### src/rtl/lenet5_frame_sequencer.sv
// LeNet-5 frame sequencer: clears the network, streams one frame of pixels, drains, latches the class.
// Optional abort path is compiled in when LENET_SEQ_ABORT_EN is defined.
module lenet5_frame_sequencer #(
    parameter int NUMPIXELS    = 1024,
    parameter int PIXELWIDTH   = 8,
    parameter int ADDRW        = 10,
    parameter int DRAIN_CYCLES = 64,
    parameter int CLASSW       = 4
) (
    input  logic                  clk,
    input  logic                  rst,
`ifdef LENET_SEQ_ABORT_EN
    input  logic                  abort,
    output logic                  aborted,
`endif
    input  logic                  start,
    output logic [ADDRW-1:0]      pix_addr,
    input  logic [PIXELWIDTH-1:0] pix_data_in,
    output logic [PIXELWIDTH-1:0] pix_out,
    output logic                  pix_valid,
    output logic                  net_clear,
    input  logic [CLASSW-1:0]     net_class_in,
    output logic [CLASSW-1:0]     result,
    output logic                  done,
    output logic                  busy,
    output logic [15:0]           frame_count
);

    typedef enum logic [2:0] {
        S_IDLE   = 3'd0,
        S_CLEAR  = 3'd1,
        S_STREAM = 3'd2,
        S_DRAIN  = 3'd3,
        S_DONE   = 3'd4
    } state_t;

    localparam logic [ADDRW-1:0] LAST_ADDR  = ADDRW'(NUMPIXELS - 1);
    localparam logic [15:0]      DRAIN_LAST = 16'(DRAIN_CYCLES - 1);

    state_t                  r_state;
    state_t                  w_next;
    logic [ADDRW-1:0]        r_addr;
    logic [15:0]             r_drain;
    logic [CLASSW-1:0]       r_result;
    logic [15:0]             r_frame_count;
    logic                    r_vld_p1;
    logic                    r_vld_p2;
    logic [PIXELWIDTH-1:0]   r_pix_p2;
    logic                    w_abort_hit;
    logic                    w_stream_hold;
    logic                    w_drain_hold;
    logic                    w_drain_exit;

`ifdef LENET_SEQ_ABORT_EN
    logic r_aborted;

    // Abort only matters while a frame is actually in flight
    assign w_abort_hit = abort &&
                         ((r_state == S_CLEAR) || (r_state == S_STREAM) || (r_state == S_DRAIN));
    assign aborted     = r_aborted;

    always_ff @(posedge clk or negedge rst) begin
        if (!rst) begin
            r_aborted <= 1'b0;
        end else begin
            r_aborted <= w_abort_hit;
        end
    end
`else
    assign w_abort_hit = 1'b0;
`endif

    always_ff @(posedge clk or negedge rst) begin
        if (!rst) begin
            r_state <= S_IDLE;
        end else begin
            r_state <= w_next;
        end
    end

    always_comb begin
        w_next = r_state;
        case (r_state)
            S_IDLE:   if (start) w_next = S_CLEAR;
            S_CLEAR:  w_next = S_STREAM;
            S_STREAM: if (r_addr == LAST_ADDR) w_next = S_DRAIN;
            S_DRAIN:  if (r_drain == DRAIN_LAST) w_next = S_DONE;
            S_DONE:   w_next = S_IDLE;
            default:  w_next = S_IDLE;
        endcase
        if (w_abort_hit) begin
            w_next = S_IDLE;
        end
    end

    always_comb begin
        net_clear = 1'b0;
        done      = 1'b0;
        busy      = 1'b1;
        pix_addr  = '0;
        case (r_state)
            S_IDLE:   busy      = 1'b0;
            S_CLEAR:  net_clear = 1'b1;
            S_STREAM: pix_addr  = r_addr;
            S_DONE:   done      = 1'b1;
            default:  ;
        endcase
    end

    assign w_stream_hold = (r_state == S_STREAM) && (w_next == S_STREAM);
    assign w_drain_hold  = (r_state == S_DRAIN)  && (w_next == S_DRAIN);
    assign w_drain_exit  = (r_state == S_DRAIN)  && (w_next == S_DONE);

    // Counters run only while their state persists, so they are back at 0 for the next frame
    always_ff @(posedge clk or negedge rst) begin
        if (!rst) begin
            r_addr        <= '0;
            r_drain       <= '0;
            r_result      <= '0;
            r_frame_count <= '0;
        end else begin
            r_addr  <= w_stream_hold ? r_addr + 1'b1 : '0;
            r_drain <= w_drain_hold ? r_drain + 16'd1 : '0;
            if (w_drain_exit) begin
                r_result      <= net_class_in;
                r_frame_count <= r_frame_count + 16'd1;
            end
        end
    end

    // p1: address issued last cycle, memory data arrives now; p2: pixel registered to the network
    always_ff @(posedge clk or negedge rst) begin
        if (!rst) begin
            r_vld_p1 <= 1'b0;
            r_vld_p2 <= 1'b0;
            r_pix_p2 <= '0;
        end else begin
            r_vld_p1 <= (r_state == S_STREAM) && !w_abort_hit;
            r_vld_p2 <= r_vld_p1 && !w_abort_hit;
            if (r_vld_p1) begin
                r_pix_p2 <= pix_data_in;
            end
        end
    end

    assign pix_out     = r_pix_p2;
    assign pix_valid   = r_vld_p2;
    assign result      = r_result;
    assign frame_count = r_frame_count;

endmodule

### config.mk
export PLATFORM = sky130hd
export DESIGN_NAME = lenet5_frame_sequencer
export DESIGN_NICKNAME = d
export VERILOG_FILES = /design/src/rtl/lenet5_frame_sequencer.sv
export SDC_FILE = /design/constraint.sdc
export NUM_CORES = 1
export LEC_CHECK = 0
export ABC_AREA = 1
export CAP_MARGIN = 20
export CORE_MARGIN = 1
export CORE_UTILIZATION = 45
export DETAILED_ROUTE_END_ITERATION = 10
export GPL_ROUTABILITY_DRIVEN = 0
export PLACE_DENSITY = 0.71
export SLEW_MARGIN = 10
export SYNTH_ARGS = -nofsm -noshare
export SYNTH_HDL_FRONTEND = slang
export SYNTH_SLANG_ARGS = --single-unit
### constraint.sdc
create_clock -name clk -period 2.11 [get_ports clk]
set_input_delay 0.422 -clock clk [delete_from_list [all_inputs] [get_ports clk]]
set_output_delay 0.422 -clock clk [all_outputs]
set_load 0.005 [all_outputs]
# Word-level counts from Yosys, hierarchy flattened
# Cells that the tools add are included.
[word_totals]
inputBits = 15
reg_bits = 59
[classes]
n_addsub = 3
n_eq_ne = 9
mux = 10
n_reduce_logical = 4
[ops]
columns = ["operator", "n"]
rows = [
  ["adder 16 x 1 -> 16 bit, second input constant", 2],
  ["2-to-1 mux 10 bit", 2],
  ["equality test 16 x 6 -> 1 bit, second input constant", 1],
  ["2-to-1 mux 16 bit", 1],
  ["equality test 3 x 2 -> 1 bit, second input constant", 4],
  ["case mux 3 bit (4 select lines)", 1],
  ["adder 10 x 1 -> 10 bit, second input constant", 1],
  ["equality test 10 bit, second input constant", 1],
  ["2-to-1 mux 3 bit", 3],
  ["equality test 3 bit, second input constant", 2],
  ["equality test 3 x 1 -> 1 bit, second input constant", 1],
  ["logical AND 1 bit", 3],
  ["zero test 3 bit", 1],
  ["2-to-1 mux 1 bit", 3],
]

# Depth between registers and ports, before layout
# Gate-level depths: netlist of the first run.
[depth]
depth_word = 6
ltp_mapped = 9
mapped_depth_nobuf = 9

# Worst setup path before layout of the first run
# OpenSTA, ideal clock, no wires.
[synth_path]
kind = "register -> register"
startpoint = "register r_frame_count[1] (netlist: frame_count[1])"
endpoint = "register r_frame_count[10] (netlist: frame_count[10])"
arrival_time_ps = 1224
setup_slack_ps = 765
t_required_ps = 1990
setup_ps = 120
stages_incl_launch_ff = 7
n_path_buf = 0
path_cell_list = "dfrtp_1 -> ha_1 -> nand3_1 -> nor2_1 -> nand3_1 -> o21ai_1 -> nand2_1"
[synth_between]
elab_chain_len = 1
[synth_rtl]
columns = ["element", "line", "source"]
rows = [
  ["start: declaration", "45", "logic [15:0] r_frame_count;"],
  ["start signal: assignment", "126", "r_frame_count <= r_frame_count + 16'd1;"],
  ["adder 16 x 1 -> 16 bit", "126", ""],
]
# No other way between the ends.
# A chain may end at the register's enable or synchronous reset.

# Worst setup path after layout of the first run
[layout_path]
startpoint = "register r_state[1]"
endpoint = "output net_clear"
[layout_between]
elab_chain_len = 2
[layout_rtl]
columns = ["element", "line", "source"]
rows = [
  ["start: declaration", "40", "state_t r_state;"],
  ["start signal: assignment", "77", "r_state <= w_next;"],
  ["equality test 3 x 1 -> 1 bit", "101", "case (r_state)"],
  ["2-to-1 mux 1 bit", "101", ""],
  ["end: declaration", "21", "output logic net_clear,"],
]
# No other way between the ends.

==> results of run 1 <==
==> critical path, stage by stage, from the launching register on <==
cell and delay (ns):
dfrtp_1 0.44, nor3_1 0.26, clkdlybuf4s50_1 0.56
==> sequential cells by signal (all words and copies together), names as in the netlist <==
| register | flops |
|---|---|
| frame_count | 16 |
| pix_out | 8 |
| pix_valid | 1 |
| r_addr | 10 |
| r_drain | 16 |
| r_state | 3 |
| r_vld_p1 | 1 |
| result | 4 |
==> where the power goes <==
| part | switching (mW) | internal [mW] | leakage [nW] |
|---|---|---|---|
| registers | 0.00384 | 1.14 | 0.760 |
| logic | 0.0321 | 0.0471 | 0.905 |
| clock network | 0.457 | 0.728 | 0.113 |
| total | 0.493 | 1.91 | 1.78 |
==> synthesized netlist by cell type, drive strengths merged <==
| cell | count |
|---|---|
| nand3 | 27 |
| inv | 43 |
| nand2 | 93 |
| o211ai | 1 |
| buf | 4 |
| nor3b | 1 |
| ha | 3 |
| xnor2 | 7 |
| xor2 | 10 |
| mux2 | 8 |
| a21oi | 5 |
| clkbuf | 2 |
| dfrtp | 59 |
| nand4 | 9 |
| o21ai | 14 |
| and3 | 1 |
| clkinv | 1 |
| nor3 | 12 |
| nor2 | 70 |
| nand3b | 2 |
==> per-layer routing <==
metal | wire length (µm) | vias to the layer above
met5 | 0 | -
met4 | 95 | 0
met3 | 376 | 9
met2 | 3166 | 66
met1 | 2952 | 1221
li1 | - | 1319
==> through the flow <==
stage	hold WS, ns	total power [mW]
6_report	0.03940	2.406
5_1_grt	0.07129	2.485
4_1_cts	0.04469	2.431
3_5_place_dp	0.4229	1.245
3_3_place_gp	0.4313	1.244
2_1_floorplan	0.1264	1.171
==> final cells by class <==
type,count,area (µm²)
clock buffer,12,155.1
clock inverter,4,72.57
fill,559,2435
inverter,44,165.2
multi-input combinational,263,1329
sequential,59,1476
tap,77,96.34
timing repair buffer,64,656.9
==> kinds of logic (layout without fill, tap and decap cells) <==
logic type               Yosys count  after routing  synth area share
buffers and inverters             50            124           0.06733
AO/OA/AOI/OAI                     20             20           0.03430
adder cells (fa/ha/maj)            3              3           0.01255
flip-flops                        59             59            0.4935
multiplexers                       8              8           0.03011
XOR/XNOR                          17             17           0.04977
AND/OR/NAND/NOR                  215            215            0.3124
==> path summary, 6_finish.rpt <==
check	from	end	cells past startpoint
min in group clk	r_drain[0]	r_drain[0]	1
setup reg to reg	r_state[0]	frame_count[15]	8
hold reg to reg	r_drain[0]	r_drain[0]	1
setup / recovery	r_state[1]	net_clear	2
hold / removal	rst	pix_out[1]	1
max in group asynchronous	rst	r_drain[11]	3
==> timing repair <==
| action | in CTS | in global routing |
|---|---|---|
| setup endpoints to repair | 10 | 7 |
| setup buffers | 3 | 1 |
| gates resized for setup | 7 | 7 |
==> summary.txt, run 1 <==
Outcome
  • Outcome: finished, final reports clean

Global routing
  • Vias in the first global route: 2596
  • Grt peak-use layer: met2
  • GRT Residual Overflow: 0
  • Largest net degree at the start of global routing: 26
  • Grt met3 use: 0.07517
  • Met2 usage: 0.3346
  • Total track usage: 0.2021
  • Initial antenna violation count: 0
  • Global-route wire length before repair: 11180 µm
  • Met1 usage in global routing: 0.2428

CTS
  • Num CTS Buffers: 9
  • Longest Clk Path Bufs: 2
  • CTS tree: yes
  • Clk sinks: 59
  • Clk slew on worst S/H paths: 0.07 ns
  • H-tree depth: 3
  • CTS hold repair buffers: 0
  • Clock Tree Root: clkbuf_8
  • Worst skew pair latency: 0.35 ns

Route
  • Starting DRT DRC Count: 103
  • Via Count: 2615
  • Total wire length: 6590 µm
  • DR pass1 iterations: 5
  • DR WL/cell: 12.60 µm
  • Antenna-violating nets left: 0
  • Via/cell ratio: 5.000
  • DRC: 0

Final layout
  • Layout area overhead: 32.08%
  • Most common cell after layout, fill and taps aside: nand2_1
  • Non-Filler Instances: 523
  • Design area: 3951 µm²
  • Antenna cells: 0
  • Fin nets: 459
  • Most frequent cells in the layout: nand2_1, nor2_1, dfrtp_1, clkdlybuf4s50_1, inv_1
  • Ratio of cells with drive above 1 in the final layout: 0.09865
  • Core Util, Final: 0.6187

Worst setup path
  • Critical Path AT: 1.61 ns
  • CP max FO: 5
  • WP data required: 1.69 ns
  • Endpoint class of the critical path: output port
  • Reg2reg setup slack: 0.35 ns
  • Crit path kind: reg2out
  • Critical Path Start Type: register

Synth
  • Syn Nets: 390
  • Synth area leader: dfrtp_1
  • Syn Std Cell Area: 2992 µm²
  • Yosys reg bits: 59
  • Mean Syn Cell Area: 8.042 µm²
  • YS warnings: 0
  • Synth top area share: 0.4935
  • Mapped Cells: 372
  • Synth area leaders: dfrtp_1, nand2_1, nor2_1
  • Seq/Total Area, Yosys: 0.4935
  • Yosys cell types: 30

Die
  • Die area: 6978 µm²
  • # IOs: 57
  • Die Wd: 83.54 µm
  • Chip height: 83.54 µm
  • Core area: 6386 µm²
  • Initial Utilization: 0.4685
  • Rows: 29

STA
  • Slew headroom: 0.6587
  • Max Transition Viols Final: 0
  • Tmin final: 2.029 ns
  • Total Neg Setup Slack: 0 ns
  • Fmax: 0.4929 GHz
  • Crit share post-route: 0.9616
  • Final worst slack: 0.08109 ns
  • Hold Vio Cnt, Final: 0
  • Clk_skew: 0.008441 ns
  • Worst slew pin tran: 0.5120 ns
  • Setup violation total in the final timing report: 0
  • RSZ-0062 raised after global routing: no

Placed design
  • Inst Count DP: 503
  • Placed cell area: 3662 µm²
  • DP Worst Slack: 0.1999 ns
  • HPWL after detailed placement: 4693 µm
  • PortBufs: 56

Flow run
  • Max-Cap Viols: 0

Pwr
  • Pleak: 1.777 nW
  • Peak VDD IR: 0.0003951 V
  • Pwr Density: 609.0 nW/µm²

Hold path
  • Worst hold-check path type: in2async
(Power assumes the default switching activity.)
==> run 2: changes to the inputs <==
MAX_ROUTING_LAYER = met4   (was not set)
==> run 2 against run 1 <==
  * Clock power barely moved
  * First-iteration DRC count rose by 17%
  * Register-to-register slack barely moved
  * Final area did not move
  * Non-clock buffer count did not move
  * Global-route usage rose by 0.54 points
  * Critical path depth did not move
  * Clock-buffer cell count did not move
  * Total power rose by 0.16%
  * Maximum frequency fell by 0.16%
  * Critical path type unchanged
  * Largest power group unchanged
  * Highest routed layer unchanged
==> summary.txt, run 2 (same netlist as run 1, synthesis figures left out) <==
Route
  • Total wire length: 6619 µm
  • Starting DRT DRC Count: 120
  • DRC: 0
  • Antenna-violating nets left: 0
  • Via/cell ratio: 4.989
  • DR WL/cell: 12.66 µm
  • DR pass1 iterations: 4
  • Via Count: 2609

Pwr
  • Pint: 1.914 mW
  • Tot Pwr: 2.410 mW
  • Pwr Density: 610.0 nW/µm²
  • Clock power frac: 0.493
  • NetSw: 0.4966 mW
  • Combinational fraction of design power: 0.033
  • Flop pwr share: 0.474
  • Sw Share: 0.2060
  • Peak VDD IR: 0.0003955 V
  • Pleak: 1.777 nW

Placed design
  • PortBufs: 56
  • HPWL after detailed placement: 4693 µm

Worst setup path
  • Worst reg2reg path depth: 8
  • Critical Path AT: 1.61 ns
  • CP delay by family, top: buffers and inverters
  • Endpoint class of the critical path: output port
  • Crit-path slowest cell: clkdlybuf4s50_1
  • Slowest stage delay, CP: 0.56 ns
  • Crit path kind: reg2out
  • CP bufs+invs: 1
  • Cell Chain, Critical Path: nor3_1, clkdlybuf4s50_1
  • Critical Path Start Type: register
  • CP max FO: 5
  • Crit path depth: 2
  • WP data required: 1.69 ns

STA
  • Tmin final: 2.032 ns
  • Crit share post-route: 0.9631
  • Slew headroom: 0.6534
  • Max Transition Viols Final: 0
  • Total Neg Setup Slack: 0 ns
  • Clk_skew: 0.009003 ns
  • Worst slew pin tran: 0.5198 ns
  • Setup violation total in the final timing report: 0
  • Fmax: 0.4921 GHz
  • Hold Vio Cnt, Final: 0
  • RSZ-0062 raised after global routing: no

Global routing
  • GRT Residual Overflow: 0
  • Vias in the first global route: 2607
  • Initial antenna violation count: 0
  • Global-route wire length before repair: 11210 µm
  • Total track usage: 0.2076
  • Largest net degree at the start of global routing: 26

Hold path
  • Worst hold-check path type: in2async

Final layout
  • Antenna cells: 0
  • Flip-flop and latch area: 1476 µm²
  • Most common cell after layout, fill and taps aside: nand2_1
  • Fin nets: 459
  • Core Util, Final: 0.6187
  • # fillers: 559
  • Layout area overhead: 32.08%
  • Multi-input logic area: 1329 µm²
  • Most frequent cells in the layout: nand2_1, nor2_1, dfrtp_1, clkdlybuf4s50_1, inv_1
  • Ratio of cells with drive above 1 in the final layout: 0.09865

Die
  • Core area: 6386 µm²
  • Chip height: 83.54 µm
  • # IOs: 57
  • Initial Utilization: 0.4685
  • Rows: 29
  • Die area: 6978 µm²
  • Die Wd: 83.54 µm

Outcome
  • Outcome: finished, final reports clean

CTS
  • Worst skew pair latency: 0.35 ns
  • Num CTS Buffers: 9
  • Clk slew on worst S/H paths: 0.07 ns
  • H-tree depth: 3
  • Longest Clk Path Bufs: 2
  • CTS hold repair buffers: 0
  • Clock Tree Root: clkbuf_8
  • CTS tree: yes
  • Clk sinks: 59

Flow run
  • Max-Cap Viols: 0
run 2: what timing repair did:
action                                  in CTS  in global routing
resized for setup                            7                  7
hold endpoints to repair                     0                  0
endpoints found under the setup margin      10                  7
cloned                                       0                  0
setup buffers                                3                  1
pin swaps                                    0                  0
run 2: layer usage:
metal,part of all wire,routed length [µm],up-vias,track usage
li1,-,-,1317,-
met1,0.46,3020,1225,0.2454
met2,0.47,3140,54,0.3346
met3,0.051,339,13,0.05737
met4,0.018,119,0,0.08937
met5,0,0,-,-
run 2: area by class of cell:
| type | instances | area share |
|---|---|---|
| Multi-Input combinational cell | 263 | 0.3363 |
| Inverter | 44 | 0.04180 |
| Sequential cell | 59 | 0.3737 |
| Clock buffer | 12 | 0.03927 |
| Tap cell | 77 | 0.02438 |
| Clock inverter | 4 | 0.01837 |
| Timing Repair Buffer | 64 | 0.1662 |
run 2: metrics by stage:
| stage | setup WS (ns) | hold slack [ns] | area, µm² | std cells |
|---|---|---|---|---|
| floorplan | 0.7652 | 0.1264 | 2992 | 372 |
| global placement | 0.2540 | 0.4313 | 3662 | 503 |
| detailed placement | 0.1999 | 0.4229 | 3662 | 503 |
| CTS | 0.001263 | 0.04469 | 3926 | 522 |
| global route | 0.01909 | 0.07972 | 3951 | 523 |
| finish | 0.07786 | 0.04251 | 3951 | 523 |
run 2: worst reg2reg max path, delay by kind of cell, from the launching register on:
family	cells	cell delay, ns
buf+inv	4	0.64
compound gates	1	0.07
simple gates	3	0.52
flops	1	0.40
run 2: worst paths after layout:
path                       startpoint         endpoint  slack (ns)
max                        r_state[1]        net_clear        0.08
min in group clk           r_drain[0]       r_drain[0]        0.46
max reg2reg                r_state[0]  frame_count[15]        0.35
min                               rst       pix_out[1]        0.04
max in group asynchronous         rst      r_drain[11]        1.40
min reg2reg                r_drain[0]       r_drain[0]        0.46
run 2: power by group through the flow:
| stage | registers, mW | clock network, mW | logic (mW) |
|---|---|---|---|
| after floorplan | 1.16 | 0 | 0.00681 |
| after CTS | 1.14 | 1.21 | 0.0819 |
| final | 1.14 | 1.19 | 0.0794 |
| after global placement | 1.16 | 0 | 0.0807 |
| after global routing | 1.14 | 1.25 | 0.0870 |
| after detailed placement | 1.16 | 0 | 0.0816 |
